--- src/rtl/apb_master.sv ---
// APB master: turns a valid/ready command into a single APB SETUP/ACCESS transfer
// and reports completion (or wait-state timeout) as a one-cycle response pulse.
module apb_master #(
   parameter int ADDR_W  = 8,
   parameter int DATA_W  = 32,
   parameter int TIMEOUT = 16
) (
   input  logic              pclk,
   input  logic              preset,
   input  logic              cmd_valid,
   output logic              cmd_ready,
   input  logic              cmd_write,
   input  logic [ADDR_W-1:0] cmd_addr,
   input  logic [DATA_W-1:0] cmd_wdata,
   output logic              rsp_valid,
   output logic [DATA_W-1:0] rsp_rdata,
   output logic              rsp_timeout,
   output logic              psel,
   output logic              penable,
   output logic              pwrite,
   output logic [ADDR_W-1:0] paddr,
   output logic [DATA_W-1:0] pwdata,
   input  logic [DATA_W-1:0] prdata,
   input  logic              pready
);

   typedef enum logic [1:0] {S_IDLE, S_SETUP, S_ACCESS} state_t;

   localparam logic [7:0] L_TMO = 8'(TIMEOUT);

   state_t            r_state;
   logic              r_cmd_ready;
   logic              r_rsp_valid;
   logic [DATA_W-1:0] r_rsp_rdata;
   logic              r_rsp_timeout;
   logic              r_psel;
   logic              r_penable;
   logic              r_pwrite;
   logic [ADDR_W-1:0] r_paddr;
   logic [DATA_W-1:0] r_pwdata;
   logic [7:0]        r_wait_cnt;

   logic [7:0]        w_cnt_nxt;
   logic              w_tmo_hit;

   assign w_cnt_nxt = r_wait_cnt + 8'd1;
   assign w_tmo_hit = (w_cnt_nxt == L_TMO);

   always_ff @(posedge pclk) begin
      if (preset) begin
         r_state       <= S_IDLE;
         r_cmd_ready   <= 1'b1;
         r_rsp_valid   <= 1'b0;
         r_rsp_rdata   <= '0;
         r_rsp_timeout <= 1'b0;
         r_psel        <= 1'b0;
         r_penable     <= 1'b0;
         r_pwrite      <= 1'b0;
         r_paddr       <= '0;
         r_pwdata      <= '0;
         r_wait_cnt    <= '0;
      end else begin
         // response flags are single-cycle pulses
         r_rsp_valid   <= 1'b0;
         r_rsp_timeout <= 1'b0;
         case (r_state)
            S_IDLE: begin
               if (cmd_valid && r_cmd_ready) begin
                  r_pwrite    <= cmd_write;
                  r_paddr     <= cmd_addr;
                  r_pwdata    <= cmd_wdata;
                  r_psel      <= 1'b1;
                  r_cmd_ready <= 1'b0;
                  r_state     <= S_SETUP;
               end
            end
            S_SETUP: begin
               r_penable  <= 1'b1;
               r_wait_cnt <= '0;
               r_state    <= S_ACCESS;
            end
            S_ACCESS: begin
               // pready is checked first so a ready on the timeout edge still completes
               if (pready) begin
                  r_psel      <= 1'b0;
                  r_penable   <= 1'b0;
                  r_rsp_valid <= 1'b1;
                  r_rsp_rdata <= r_pwrite ? '0 : prdata;
                  r_cmd_ready <= 1'b1;
                  r_state     <= S_IDLE;
               end else begin
                  r_wait_cnt <= w_cnt_nxt;
                  if (w_tmo_hit) begin
                     r_psel        <= 1'b0;
                     r_penable     <= 1'b0;
                     r_rsp_valid   <= 1'b1;
                     r_rsp_timeout <= 1'b1;
                     r_rsp_rdata   <= '0;
                     r_cmd_ready   <= 1'b1;
                     r_state       <= S_IDLE;
                  end
               end
            end
            default: begin
               r_psel      <= 1'b0;
               r_penable   <= 1'b0;
               r_cmd_ready <= 1'b1;
               r_state     <= S_IDLE;
            end
         endcase
      end
   end

   assign cmd_ready   = r_cmd_ready;
   assign rsp_valid   = r_rsp_valid;
   assign rsp_rdata   = r_rsp_rdata;
   assign rsp_timeout = r_rsp_timeout;
   assign psel        = r_psel;
   assign penable     = r_penable;
   assign pwrite      = r_pwrite;
   assign paddr       = r_paddr;
   assign pwdata      = r_pwdata;

endmodule

--- config.mk ---
export PLATFORM = sky130hd
export DESIGN_NAME = apb_master
export DESIGN_NICKNAME = d
export VERILOG_FILES = /design/src/rtl/apb_master.sv
export SDC_FILE = /design/constraint.sdc
export NUM_CORES = 1
export LEC_CHECK = 0
export CAP_MARGIN = 20
export CORE_MARGIN = 3
export CORE_UTILIZATION = 55
export DETAILED_ROUTE_END_ITERATION = 8
export DONT_BUFFER_PORTS = 1
export HOLD_SLACK_MARGIN = 0.15
export PLACE_DENSITY = 0.73
export SYNTH_ARGS = -nofsm -noshare
export SYNTH_HDL_FRONTEND = slang
export SYNTH_SLANG_ARGS = --single-unit
--- constraint.sdc ---
create_clock -name pclk -period 2.29 [get_ports pclk]
set_clock_uncertainty 0.2 [all_clocks]
set_input_delay 0.3435 -clock pclk [delete_from_list [all_inputs] [get_ports pclk]]
set_output_delay 0.3435 -clock pclk [all_outputs]
set_load 0.05 [all_outputs]
==> run metrics, run 1 <==
outcome aborted with a tool error; Halt Stage 4_1_cts; Error [ERROR RSZ-0060] Max buffer count reached.; syn avg cell area between 8 and 9 µm²; total CTS buffers 9; Netlist cell types 37; HPWL Detailed between 5000 and 6000 µm; Core Rows 28; Synthesis Warnings 0; die height about 86 µm; synthesized area 3500 µm²; H-tree levels 3; clock buffer depth 2; ys flop type dfxtp_1; Synth Register Bits 88; Hold Buf Count CTS 101; ys async rst share 0; Final GP Congestion about 0.89; # resized after CTS 0; Die Span X 85.8 µm; Mapped Nets 506; I/O pin cnt about 160; CTS sink cnt 88; Cells after Synth approximately 430; Port-buffer cells 0; Post-CTS Setup Bufs 0; EDFF count, synth 0; starting density of the core 0.578; Seq/Total Area, Yosys 0.503; placed insts 478; clock root buffer clkbuf_8
==> Yosys cell counts (2+ instances only) <==
| cell type | n | share of area |
|---|---|---|
| a2111oi_2 | 2 | 0.0086 |
| a21oi_1 | 49 | 0.070 |
| a31oi_1 | 3 | 0.0054 |
| a32oi_1 | 31 | 0.077 |
| and2_1 | 2 | 0.0036 |
| buf_1 | 2 | 0.0021 |
| buf_2 | 16 | 0.023 |
| clkbuf_1 | 20 | 0.021 |
| dfxtp_1 | 88 | 0.50 |
| inv_1 | 3 | 0.0032 |
| nand2_1 | 123 | 0.13 |
| nand3_1 | 5 | 0.0071 |
| nand4b_1 | 2 | 0.0050 |
| nor2_1 | 11 | 0.012 |
| nor2b_1 | 3 | 0.0054 |
| nor3_1 | 7 | 0.010 |
| nor4_1 | 4 | 0.0071 |
| o211ai_1 | 3 | 0.0064 |
| o21ai_0 | 31 | 0.044 |
| o21ai_1 | 4 | 0.0057 |
| o22ai_1 | 3 | 0.0054 |
==> through the flow <==
step	setup WS (ns)	instance area, µm²	hold slack [ns]
2_1_floorplan	0.467	3500	0.263
3_5_place_dp	0.410	3550	0.223
3_3_place_gp	0.523	3550	0.222
==> kinds of logic after synthesis <==
family,synth area share
buffers and inverters,0.0507
and+or+nand+nor,0.203
DFF,0.503
adders and majority gates,0.00357
AOI/OAI and AO/OA,0.240
==> run 2, diff against run 1 <==
--- a/config.mk
+++ b/config.mk
@@ -7,11 +7,10 @@
 export LEC_CHECK = 0
 export CAP_MARGIN = 20
 export CORE_MARGIN = 3
-export CORE_UTILIZATION = 55
+export CORE_UTILIZATION = 40
 export DETAILED_ROUTE_END_ITERATION = 8
 export DONT_BUFFER_PORTS = 1
-export HOLD_SLACK_MARGIN = 0.15
-export PLACE_DENSITY = 0.73
+export PLACE_DENSITY_LB_ADDON = 0.15
 export SYNTH_ARGS = -nofsm -noshare
 export SYNTH_HDL_FRONTEND = slang
 export SYNTH_SLANG_ARGS = --single-unit
==> run 2 against run 1 <==
Compared with the run above: the run now ends clean; area after synthesis unchanged; synthesized cell count unchanged.
==> run metrics, run 2 <==
CP top delay family compound AO/OA/AOI/OAI gates; Pwr Density 746 nW/µm²; Netlist cell types 37; # resized after CTS 0; starting density of the core 0.418; total CTS buffers 9; RSZ-0062 raised after global routing false; crit share post-route 0.821; Area growth syn-to-layout 29.5%; Largest stage delay, worst path 0.44 ns; slowest cell on the critical path dfxtp_1; max_slew headroom 0.623; GR Util met1 0.231; All-Layer GR Usage 0.194; placed insts 508; TNS Setup 0 ns; most common cell in the netlist nand2_1; FF/Latch Area 1760 µm²; Initial DRT Pass Iterations 4; CP startpoint r_wait_cnt[0]; Final Hold Viols 0; busiest layer in global routing met2; HP Class in2reg; commonest cells after routing, fill and taps aside nand2_1, dfxtp_1, dlygate4sd3_1; Leak 1.55 nW; sw power 1.15 mW; crit path buf inv count 1; met3 Track Usage GR 0.0884; R2R setup slack 0.41 ns; multi-input logic area 1570 µm²; die footprint 9920 µm²; most common cell after layout, fill and taps aside nand2_1; dominant cell type by area after synthesis dfxtp_1; H-tree levels 3; CTS tree yes; GR Util met2 0.313; Avg WL per Cell between 15 and 20 µm; I/O pin cnt 155; DR DRC count 0; Arrival @ worst endpoint 1.91 ns; total routed wirelength 9840 µm; HP Start pready; share of cells above drive strength 1 0.0730; dpl ws ~0.45 ns; vias in the first global route approximately 3200; EDFF count, synth 0; Die Span X around 100 µm; HPWL Detailed 5880 µm; crit path cell chain ha_1, nand2_1, o21ai_4, buf_12, o21ai_0; share of the synthesized area in the top cell type 0.503; Int Pwr 2.23 mW; Comb pwr share 0.119; clock root buffer clkbuf_8; setup slack after layout 0.409 ns; Non-Filler Instances 598; fmax between 500 and 600 MHz; Cells after Synth 428; reg-to-reg endpoint rsp_rdata[20]; sequential share of power 0.587; kind of critical path reg2reg; Worst Setup Start Kind flop; Switching Fraction 0.340; total grt overflow 0; hold path cells 3; Max Cap Viol 0; hold worst-path end cmd_ready; worst skew pair latency approximately 0.35 ns; r2r worst-path depth 5; Post-synth top cells nand2_1, dfxtp_1, a21oi_1, a32oi_1, o21ai_0; Crit path required time approximately 2.3 ns; die height ~100 µm; Tightest Pin Transition 0.565 ns; synthesized area 3500 µm²; Mapped Nets 506; syn avg cell area 8.19 µm²; pins over their slew limit 0; Routed Antenna Nets 0; Post-CTS Setup Bufs 0; crit end category flop; outcome finished clean; clock buffer depth 2; vias per cell 5.51; DR iter-0 viols about 220; worst r2r src r_wait_cnt[0]; min cycle time layout between 1.5 and 2 ns; pin count of the biggest net entering global routing 66; Final GP Congestion 0.755; global-route wire length before repair 15800 µm; Clock transition at path regs about 0.09 ns; Synth Register Bits 88; ys flop type dfxtp_1; ANT cells 0; core area ~8400 µm²; synth top area cells dfxtp_1, nand2_1, a32oi_1; Seq/Total Area, Yosys 0.503; fillcell total about 780; Clk pwr share 0.294; nets@finish 566; Port-buffer cells 0; crit-path max FO 24; via count 3297; CTS sink cnt 88; Core Rows 33; Synthesis Warnings 0; overall power 3.38 mW; Max rail drop VDD 384 µV; antenna violations before repair 0; ys async rst share 0; final setup vio count 0
run 2: cells by family after synthesis:
| group | count (synthesis) | share of synthesized area |
|---|---|---|
| adders and majority gates | 1 | 0.00357 |
| AOI/OAI and AO/OA | 132 | 0.240 |
| buffers and inverters | 42 | 0.0507 |
| DFF | 88 | 0.503 |
| and+or+nand+nor | 165 | 0.203 |
run 2: power groups by stage:
| stage | Clock [mW] | Combinational [mW] | Sequential, mW |
|---|---|---|---|
| 2_1_floorplan | 0 | 0.218 | 2.01 |
| 3_3_place_gp | 0 | 0.271 | 2.02 |
| 3_5_place_dp | 0 | 0.277 | 2.02 |
| 4_1_cts | 1.03 | 0.397 | 1.99 |
| 5_1_grt | 1.09 | 0.449 | 2.00 |
| 6_report | 0.997 | 0.401 | 1.99 |
run 2: worst min-delay path, cell delays in order:
cell and delay [ns]:
nor3_1 0.02, o21ai_0 0.07, a21o_1 0.11
run 2: worst max-delay path by stage:
| stage | end | slack [ns] | cells after the start |
|---|---|---|---|
| 2_1_floorplan | paddr[0] | 0.47 | 5 |
| 3_3_place_gp | rsp_rdata[2] | 0.51 | 5 |
| 3_5_place_dp | rsp_rdata[14] | 0.45 | 5 |
| 4_1_cts | rsp_rdata[14] | 0.43 | 5 |
| 5_1_grt | rsp_rdata[16] | 0.26 | 5 |
| 6_report | rsp_rdata[20] | 0.41 | 5 |
run 2: what timing repair did:
action,CTS,global route
setup endpoints to repair,0,0
hold buffers,74,0
hold endpoints to repair,85,0
run 2: per-layer routing:
| metal | up-vias | share of wire |
|---|---|---|
| met1 | 1506 | 0.42 |
| met3 | 18 | 0.099 |
| met4 | 0 | 0.019 |
| met2 | 143 | 0.47 |
| li1 | 1630 | - |
| met5 | - | 0 |
run 2: stage by stage:
stage	area [µm²]	hold WS (ns)	util
finish	4540	0.0178	0.541
floorplan	3500	0.263	-
global placement	3600	0.226	0.430
global route	4540	0.0206	0.541
detailed placement	3600	0.229	0.430
CTS	4540	0.00297	0.541
run 2: cell type report:
cell class	instances	share of cell area
clock inverter	5	0.00883
multi-input combinational	298	0.347
timing repair buffer	87	0.192
inverter	4	0.00331
clock buffer	11	0.0312
sequential	88	0.388
tap	105	0.0290
No activity file was read; power rests on OpenSTA's default activity.
